File: src/rtl/remote_comm_pkg.sv
// remote_comm_pkg: shared types and constants for the host-side UART command
// link (remote_comm top and its remote_uart sub-module).
//   tx_state_t        command FSM states (IDLE, TX_HIGH, TX_LOW)
//   DEFAULT_BAUD_DIV  clocks per UART bit, 19200 baud at 50 MHz
//   POS_ACK           response byte meaning positive acknowledge
package remote_comm_pkg;

  typedef enum logic [1:0] {
    IDLE    = 2'd0,
    TX_HIGH = 2'd1,
    TX_LOW  = 2'd2
  } tx_state_t;

  localparam int         DEFAULT_BAUD_DIV = 2604;
  localparam logic [7:0] POS_ACK          = 8'hA5;

endpackage

File: src/rtl/remote_uart.sv
// remote_uart: 8N1 UART transmitter and receiver pair.
// Optional receiver: compiled in only when REMOTE_COMM_RX_EN is defined;
// otherwise rx_data/rx_rdy are tied to zero.
// Ports:
//   clk, srst          clock, synchronous active-high reset
//   tx_load, tx_data   load a byte; may coincide with tx_done (no idle gap)
//   tx_busy, tx_done   frame in progress / last cycle of the stop bit
//   tx                 serial out, idles high
//   rx                 asynchronous serial in, idles high
//   rx_data, rx_rdy    last received byte / set at stop sample, cleared on start
module remote_uart
  import remote_comm_pkg::*;
#(
  parameter int BAUD_DIV = DEFAULT_BAUD_DIV
) (
  input  logic       clk,
  input  logic       srst,
  input  logic       tx_load,
  input  logic [7:0] tx_data,
  output logic       tx_busy,
  output logic       tx_done,
  output logic       tx,
  input  logic       rx,
  output logic [7:0] rx_data,
  output logic       rx_rdy
);

  localparam logic [11:0] BAUD_LAST = 12'(BAUD_DIV - 1);
  localparam logic [11:0] HALF_LAST = 12'(BAUD_DIV / 2 - 1);

  // Transmitter: 10-bit frame {stop, data, start}; bit 0 drives the line, and
  // ones shift in so the register naturally rests at the idle level.
  logic [9:0]  tx_shift_reg;
  logic [11:0] tx_baud_reg;
  logic [3:0]  tx_bit_reg;
  logic        tx_busy_reg;

  assign tx_done = tx_busy_reg && (tx_baud_reg == BAUD_LAST) && (tx_bit_reg == 4'd9);
  assign tx_busy = tx_busy_reg;
  assign tx      = tx_shift_reg[0];

  always_ff @(posedge clk) begin
    if (srst) begin
      tx_shift_reg <= '1;
      tx_baud_reg  <= '0;
      tx_bit_reg   <= '0;
      tx_busy_reg  <= 1'b0;
    end else if (tx_load) begin
      tx_shift_reg <= {1'b1, tx_data, 1'b0};
      tx_baud_reg  <= '0;
      tx_bit_reg   <= '0;
      tx_busy_reg  <= 1'b1;
    end else if (tx_busy_reg) begin
      if (tx_baud_reg == BAUD_LAST) begin
        tx_baud_reg  <= '0;
        tx_shift_reg <= {1'b1, tx_shift_reg[9:1]};
        if (tx_bit_reg == 4'd9) begin
          tx_busy_reg <= 1'b0;
        end else begin
          tx_bit_reg <= tx_bit_reg + 4'd1;
        end
      end else begin
        tx_baud_reg <= tx_baud_reg + 12'd1;
      end
    end
  end

`ifdef REMOTE_COMM_RX_EN
  // Two-flop synchronizer plus one history flop for falling-edge detection.
  logic        rx_meta_reg, rx_sync_reg, rx_prev_reg;
  logic        rx_busy_reg, rx_rdy_reg;
  logic [11:0] rx_baud_reg;
  logic [3:0]  rx_bit_reg;
  logic [7:0]  rx_shift_reg, rx_data_reg;
  logic        rx_fall;

  assign rx_fall = rx_prev_reg & ~rx_sync_reg;
  assign rx_data = rx_data_reg;
  assign rx_rdy  = rx_rdy_reg;

  always_ff @(posedge clk) begin
    if (srst) begin
      rx_meta_reg  <= 1'b1;
      rx_sync_reg  <= 1'b1;
      rx_prev_reg  <= 1'b1;
      rx_busy_reg  <= 1'b0;
      rx_rdy_reg   <= 1'b0;
      rx_baud_reg  <= '0;
      rx_bit_reg   <= '0;
      rx_shift_reg <= '0;
      rx_data_reg  <= '0;
    end else begin
      rx_meta_reg <= rx;
      rx_sync_reg <= rx_meta_reg;
      rx_prev_reg <= rx_sync_reg;
      if (!rx_busy_reg) begin
        if (rx_fall) begin
          rx_busy_reg <= 1'b1;
          rx_rdy_reg  <= 1'b0;
          rx_baud_reg <= '0;
          rx_bit_reg  <= '0;
        end
      end else begin
        // Mid-bit sample: bit 0 is the start bit, 1..8 data, 9 the stop bit
        // (whose value is ignored; it just marks the byte as complete).
        if (rx_baud_reg == HALF_LAST) begin
          if (rx_bit_reg == 4'd9) begin
            rx_data_reg <= rx_shift_reg;
            rx_rdy_reg  <= 1'b1;
            rx_busy_reg <= 1'b0;
          end else if (rx_bit_reg != 4'd0) begin
            rx_shift_reg <= {rx_sync_reg, rx_shift_reg[7:1]};
          end
        end
        if (rx_baud_reg == BAUD_LAST) begin
          rx_baud_reg <= '0;
          rx_bit_reg  <= rx_bit_reg + 4'd1;
        end else begin
          rx_baud_reg <= rx_baud_reg + 12'd1;
        end
      end
    end
  end
`else
  logic unused_rx;
  assign unused_rx = rx;
  assign rx_data   = 8'h00;
  assign rx_rdy    = 1'b0;
`endif

endmodule

File: src/rtl/remote_comm.sv
// remote_comm: host-side UART command link. Sends a 16-bit command as two
// back-to-back 8N1 bytes (high byte first) and receives 8-bit responses.
// Optional receiver: REMOTE_COMM_RX_EN (undefined -> resp_rdy=0, resp=0x00).
// Ports:
//   clk        clock
//   rst_n      synchronous reset, active HIGH (name kept for compatibility)
//   RX         serial in from robot TX (asynchronous, idles high)
//   TX         serial out to robot RX (idles high)
//   cmd        command word, sampled when snd_cmd is accepted
//   snd_cmd    start request, honoured only when idle
//   cmd_snt    set at end of low-byte stop bit, cleared on next accept
//   resp_rdy   response byte received, cleared on next start bit
//   resp       last received byte
module remote_comm
  import remote_comm_pkg::*;
#(
  parameter int BAUD_DIV = DEFAULT_BAUD_DIV
) (
  input  logic        clk,
  input  logic        rst_n,
  input  logic        RX,
  output logic        TX,
  input  logic [15:0] cmd,
  input  logic        snd_cmd,
  output logic        cmd_snt,
  output logic        resp_rdy,
  output logic [7:0]  resp
);

  tx_state_t   state_reg, state_next;
  logic [15:0] cmd_reg;
  logic        cmd_snt_reg;
  // One-cycle delay between accepting a command and loading the high byte,
  // so the start bit appears on the edge after snd_cmd is sampled.
  logic        start_reg;

  logic        accept;
  logic        tx_load;
  logic [7:0]  tx_data;
  logic        tx_done;
  logic        tx_busy_unused;

  // State register and command datapath
  always_ff @(posedge clk) begin
    if (rst_n) begin
      state_reg   <= IDLE;
      cmd_reg     <= '0;
      cmd_snt_reg <= 1'b0;
      start_reg   <= 1'b0;
    end else begin
      state_reg <= state_next;
      start_reg <= accept;
      if (accept) begin
        cmd_reg     <= cmd;
        cmd_snt_reg <= 1'b0;
      end else if (state_reg == TX_LOW && tx_done) begin
        cmd_snt_reg <= 1'b1;
      end
    end
  end

  // Next-state logic
  always_comb begin
    state_next = state_reg;
    case (state_reg)
      IDLE:    if (snd_cmd) state_next = TX_HIGH;
      TX_HIGH: if (tx_done) state_next = TX_LOW;
      TX_LOW:  if (tx_done) state_next = IDLE;
      default: state_next = IDLE;
    endcase
  end

  // Outputs: the low byte loads on the very cycle the high byte finishes.
  always_comb begin
    accept  = (state_reg == IDLE) && snd_cmd;
    tx_load = start_reg || (state_reg == TX_HIGH && tx_done);
    tx_data = start_reg ? cmd_reg[15:8] : cmd_reg[7:0];
  end

  assign cmd_snt = cmd_snt_reg;

  remote_uart #(
    .BAUD_DIV (BAUD_DIV)
  ) u_uart (
    .clk     (clk),
    .srst    (rst_n),
    .tx_load (tx_load),
    .tx_data (tx_data),
    .tx_busy (tx_busy_unused),
    .tx_done (tx_done),
    .tx      (TX),
    .rx      (RX),
    .rx_data (resp),
    .rx_rdy  (resp_rdy)
  );

endmodule

File: config.mk
export PLATFORM = sky130hd
export DESIGN_NAME = remote_comm
export DESIGN_NICKNAME = d
export VERILOG_FILES = /design/src/rtl/remote_comm_pkg.sv /design/src/rtl/remote_uart.sv /design/src/rtl/remote_comm.sv
export SDC_FILE = /design/constraint.sdc
export NUM_CORES = 1
export LEC_CHECK = 0
export ABC_AREA = 1
export BUFFER_PORTS_ARGS = -buffer_cell sky130_fd_sc_hd__buf_4
export CORE_AREA = 2 2 107 68
export CTS_BUF_LIST = sky130_fd_sc_hd__clkbuf_8 sky130_fd_sc_hd__clkbuf_16
export DETAILED_ROUTE_END_ITERATION = 6
export DIE_AREA = 0 0 109 70
export PLACE_DENSITY_LB_ADDON = 0.1
export SYNTH_ARGS = -nofsm -noshare
export SYNTH_HDL_FRONTEND = slang
export SYNTH_SLANG_ARGS = --single-unit
File: constraint.sdc
create_clock -name clk -period 1.6 [get_ports clk]
set_input_delay 0.16 -clock clk [delete_from_list [all_inputs] [get_ports clk]]
set_output_delay 0.16 -clock clk [all_outputs]
set_load 0.01 [all_outputs]
==> impl_results.md <==
- Status: finished clean
- Non-filler instance count after layout: between 400 and 500
- Buf+Inv Stages, Crit Path: 1
- Number of gates on the worst path with buffers counted: 11
- Reg-to-reg critical path endpoint: u_uart.tx_shift_reg[2]
- Maximum frequency from static timing analysis: 641 MHz
- Adder-cell area share of the yosys netlist: ~1.7%
- PnR Total Power: approximately 2.4 mW
- Number of max-slew violations in the final report: 0
- Maximum buffer depth of the clock tree: 2
- Cell with the most instances after synthesis: nand2_1
- CTS root buffer: clkbuf_8
- Basic-gate share of the synthesized area counting and, or, nand and nor cells: ~37%
- Cells on Worst Hold Path: 3
- Layout Skew: between 0.01 and 0.015 ns
- Leading post-synthesis cells by cell area: dfxtp_1 (41%), nand2_1 (13%), nand3_1 (9.3%)
- Async S/R FF share, synth: 0%
- Via count: around 2000
- H-Tree Level Count: 2
- Cts-stage hold buffer count: 0
- Parity-gate share of the synthesized area counting xor and xnor cells: 3.11%
- Category of the critical setup timing path: flop to flop
- Setup crit start kind: flop
- # DRC: 0
- Synth area leader: dfxtp_1
- Yosys warning total: 0
- Clock buffers created by TritonCTS: 5
- I/O pins: 31
- Number of distinct library cells after synthesis: 33
- Effective utilization at floorplan: about a third
- Worst ir drop on vdd: ~440 uV
- Synth Area per Inst: ~7.5 um2
- Hold path startpoint: cmd[3]
- Worst min-delay path category: input port to flop
- Post-route cell area: just under 3000 um2
- Number of detailed-routing iterations run before antenna repair: 4
- Most used DFF post-synth: dfxtp_1
- Layout overhead on the synthesized area: 28.1%
- Endpoint arrival time on the critical path: approximately 1.7 ns
- Clock insertion delay at the later pin of the skew report: ~0.30 ns
- Number of port buffers: 20
- Fraction of layout instances using a drive strength above 1: about 30%
- Flip-flop count of the largest register after layout: 16
- Global-route congestion overflow total: 0
- Gpl congestion: between 0.7 and 0.8
- Post-synthesis compound-gate area fraction: approximately 4.1%
- Combined area of the multi-input logic cells: 1210 um2
- Worst endpoint required time: 1.78 ns
- Global-route wire length before repair: 8870 um
- Post-synthesis sequential element count: between 40 and 50
- Hold_ws: ~0.037 ns
- Chip width: between 100 and 150 um
- Number of placement rows: 24
- Critical path's slowest cell: dfxtp_2
- Inst Count DP: approximately 430
- Crit. End Element: flop
- Part of the Yosys area used for sequential elements: a little over 40%
- Area share of the leading cell type in the synthesized netlist: 40.9%
- Capture endpoint of the worst hold path: cmd_reg[3]
- Crit path launch: u_uart.tx_baud_reg[1]
- Net count reported at finish: approximately 380
- Startpoint of the lowest-slack register-to-register path: u_uart.tx_baud_reg[1]
- Placeable core area: about 6800 um2
- Cell-by-cell trace of the critical path: ha_4 > nand2_4 > nor2_4 > nand2_2 > nor2_4 > nand4_4 > nand2_4 > buf_12 > nand2_2 > nand2_1 > nand3_1
- Combined flip-flop and latch cell area: around 920 um2
- Count of fill cells added during filler insertion: between 600 and 700
- Tot GR Track Use: 14.9%
- Antenna violations before repair: 0
- EDFF count, synth: 0
- First-iteration detailed-routing DRC count: 86
- DPL Wire Length: 3890 um
- Final-report hold violation count: 0
- Final Setup Violations: 0
- Maximum number of pins on one net before global-route repair: 19
- ANT nets after route: 0
- Dominant delay contributor by cell family on the critical path: simple AND/OR/NAND/NOR gates
- Post-detailed-route wirelength per cell: approximately 12 um
- Critical path fanouts, max: 8
- Instance area at placement: between 2000 and 3000 um2
- Die H: approximately 70 um
- Drt via density: between 4 and 5
- Leakage: about 1.3 nW
- Clock sink count: between 40 and 50
- Cell Area, Synth: around 2300 um2
- Vias in the first global route: roughly 1800
- PD cells: between 800 and 900 nW/um2
- Share of cell area taken by muxes after synthesis: 3.11%
- Part of the cycle the worst path needs: a little over nine tenths
- Most used standard cells in the synthesized netlist: nand2_1 (81), dfxtp_1 (46), nand3_1 (42)
- Maximum cell stage delay along the critical path: around 0.36 ns
- Die Footprint: ~7600 um2
- Worst reg-to-reg setup slack: approximately 0.040 ns
- RSZ-0062 raised after global routing: yes
- Synth Instances: roughly 300
- Final min period: roughly 1.6 ns
- Clock tree from TritonCTS: built
- Cell count of the worst reg-to-reg path: 11
- Combinational family with the most area after synthesis: simple AND/OR/NAND/NOR gates
- Antenna diode count: 0
- MaxCap Viol Count: 0
- Final wirelength: about 5300 um
- Clk slew on worst S/H paths: ~0.090 ns
## routing by layer
metal / share of wire [%] / GRT usage, %
met5: 0 / 0
met2: 37 / 18.4
met3: 4.8 / 3.64
met1: 58 / 24.7
met4: 0.66 / 3.85
## cell usage in the layout (no fill, tap or decap), types with 5 or more instances in the layout
cell       n
nor2_1    18
nand3_1   40
xor2_1     6
inv_2      6
conb_1     9
nand2_1   72
mux2i_1    7
dfxtp_1   44
inv_1     19
nand2_2    6
nor2_2    12
o21ai_0    6
buf_4     54
clkbuf_8   5
nand4_1   11
nand2_4    5
## report_power, final
part | internal [mW] | leakage (nW) | total, mW | switching [mW]
registers | 1.20 | 0.377 | 1.23 | 0.0286
clock network | 0.460 | 0.0556 | 0.857 | 0.396
logic | 0.121 | 0.836 | 0.284 | 0.163
## layout make-up
type	instances	share of cell area, %
multi-input combinational	219	42.0
sequential	46	32.0
timing repair buffer	55	14.7
tap	91	3.94
inverter	26	3.47
clock buffer	5	2.38
clock inverter	3	1.43
## kinds of logic after synthesis
| kind of cell | Yosys count |
|---|---|
| other | 1 |
| muxes | 7 |
| and+or+nand+nor | 177 |
| xor gates and xnor gates | 8 |
| DFF | 46 |
| AOI/OAI and AO/OA | 15 |
| adders and majority gates | 3 |
| buffers and inverters | 45 |
## stage by stage
stage	setup TNS (ns)	utilization (%)	setup slack [ns]
detailed placement	-0.0156	39.3	-0.0156
floorplan	0	-	0.00772
CTS	0	41.0	0.00735
global route	-1.47	42.3	-0.0976
global placement	-0.00785	39.3	-0.00785
finish	0	42.3	0.0395
## tightest hold or removal path, stage by stage
cell	delay, ns
buf_4	0.07
nand2_1	0.04
nand2_1	0.04
## worst max-delay path by stage
| stage | slack, ns | to |
|---|---|---|
| 6_report | 0.04 | u_uart.tx_shift_reg[2] |
| 4_1_cts | 0.007 | u_uart.tx_shift_reg[4] |
| 2_1_floorplan | 0.008 | u_uart.tx_bit_reg[1] |
| 5_1_grt | -0.1 | u_uart.tx_shift_reg[2] |
| 3_3_place_gp | -0.008 | u_uart.tx_bit_reg[3] |
| 3_5_place_dp | -0.02 | u_uart.tx_bit_reg[3] |
## timing repair
item                                    CTS  global route
pin swaps                                 1            10
buffers inserted                          0             3
gates cloned                              0             0
endpoints found under the setup margin    7            27
resized for setup                         3            20
No activity file was read; power rests on OpenSTA's default activity.
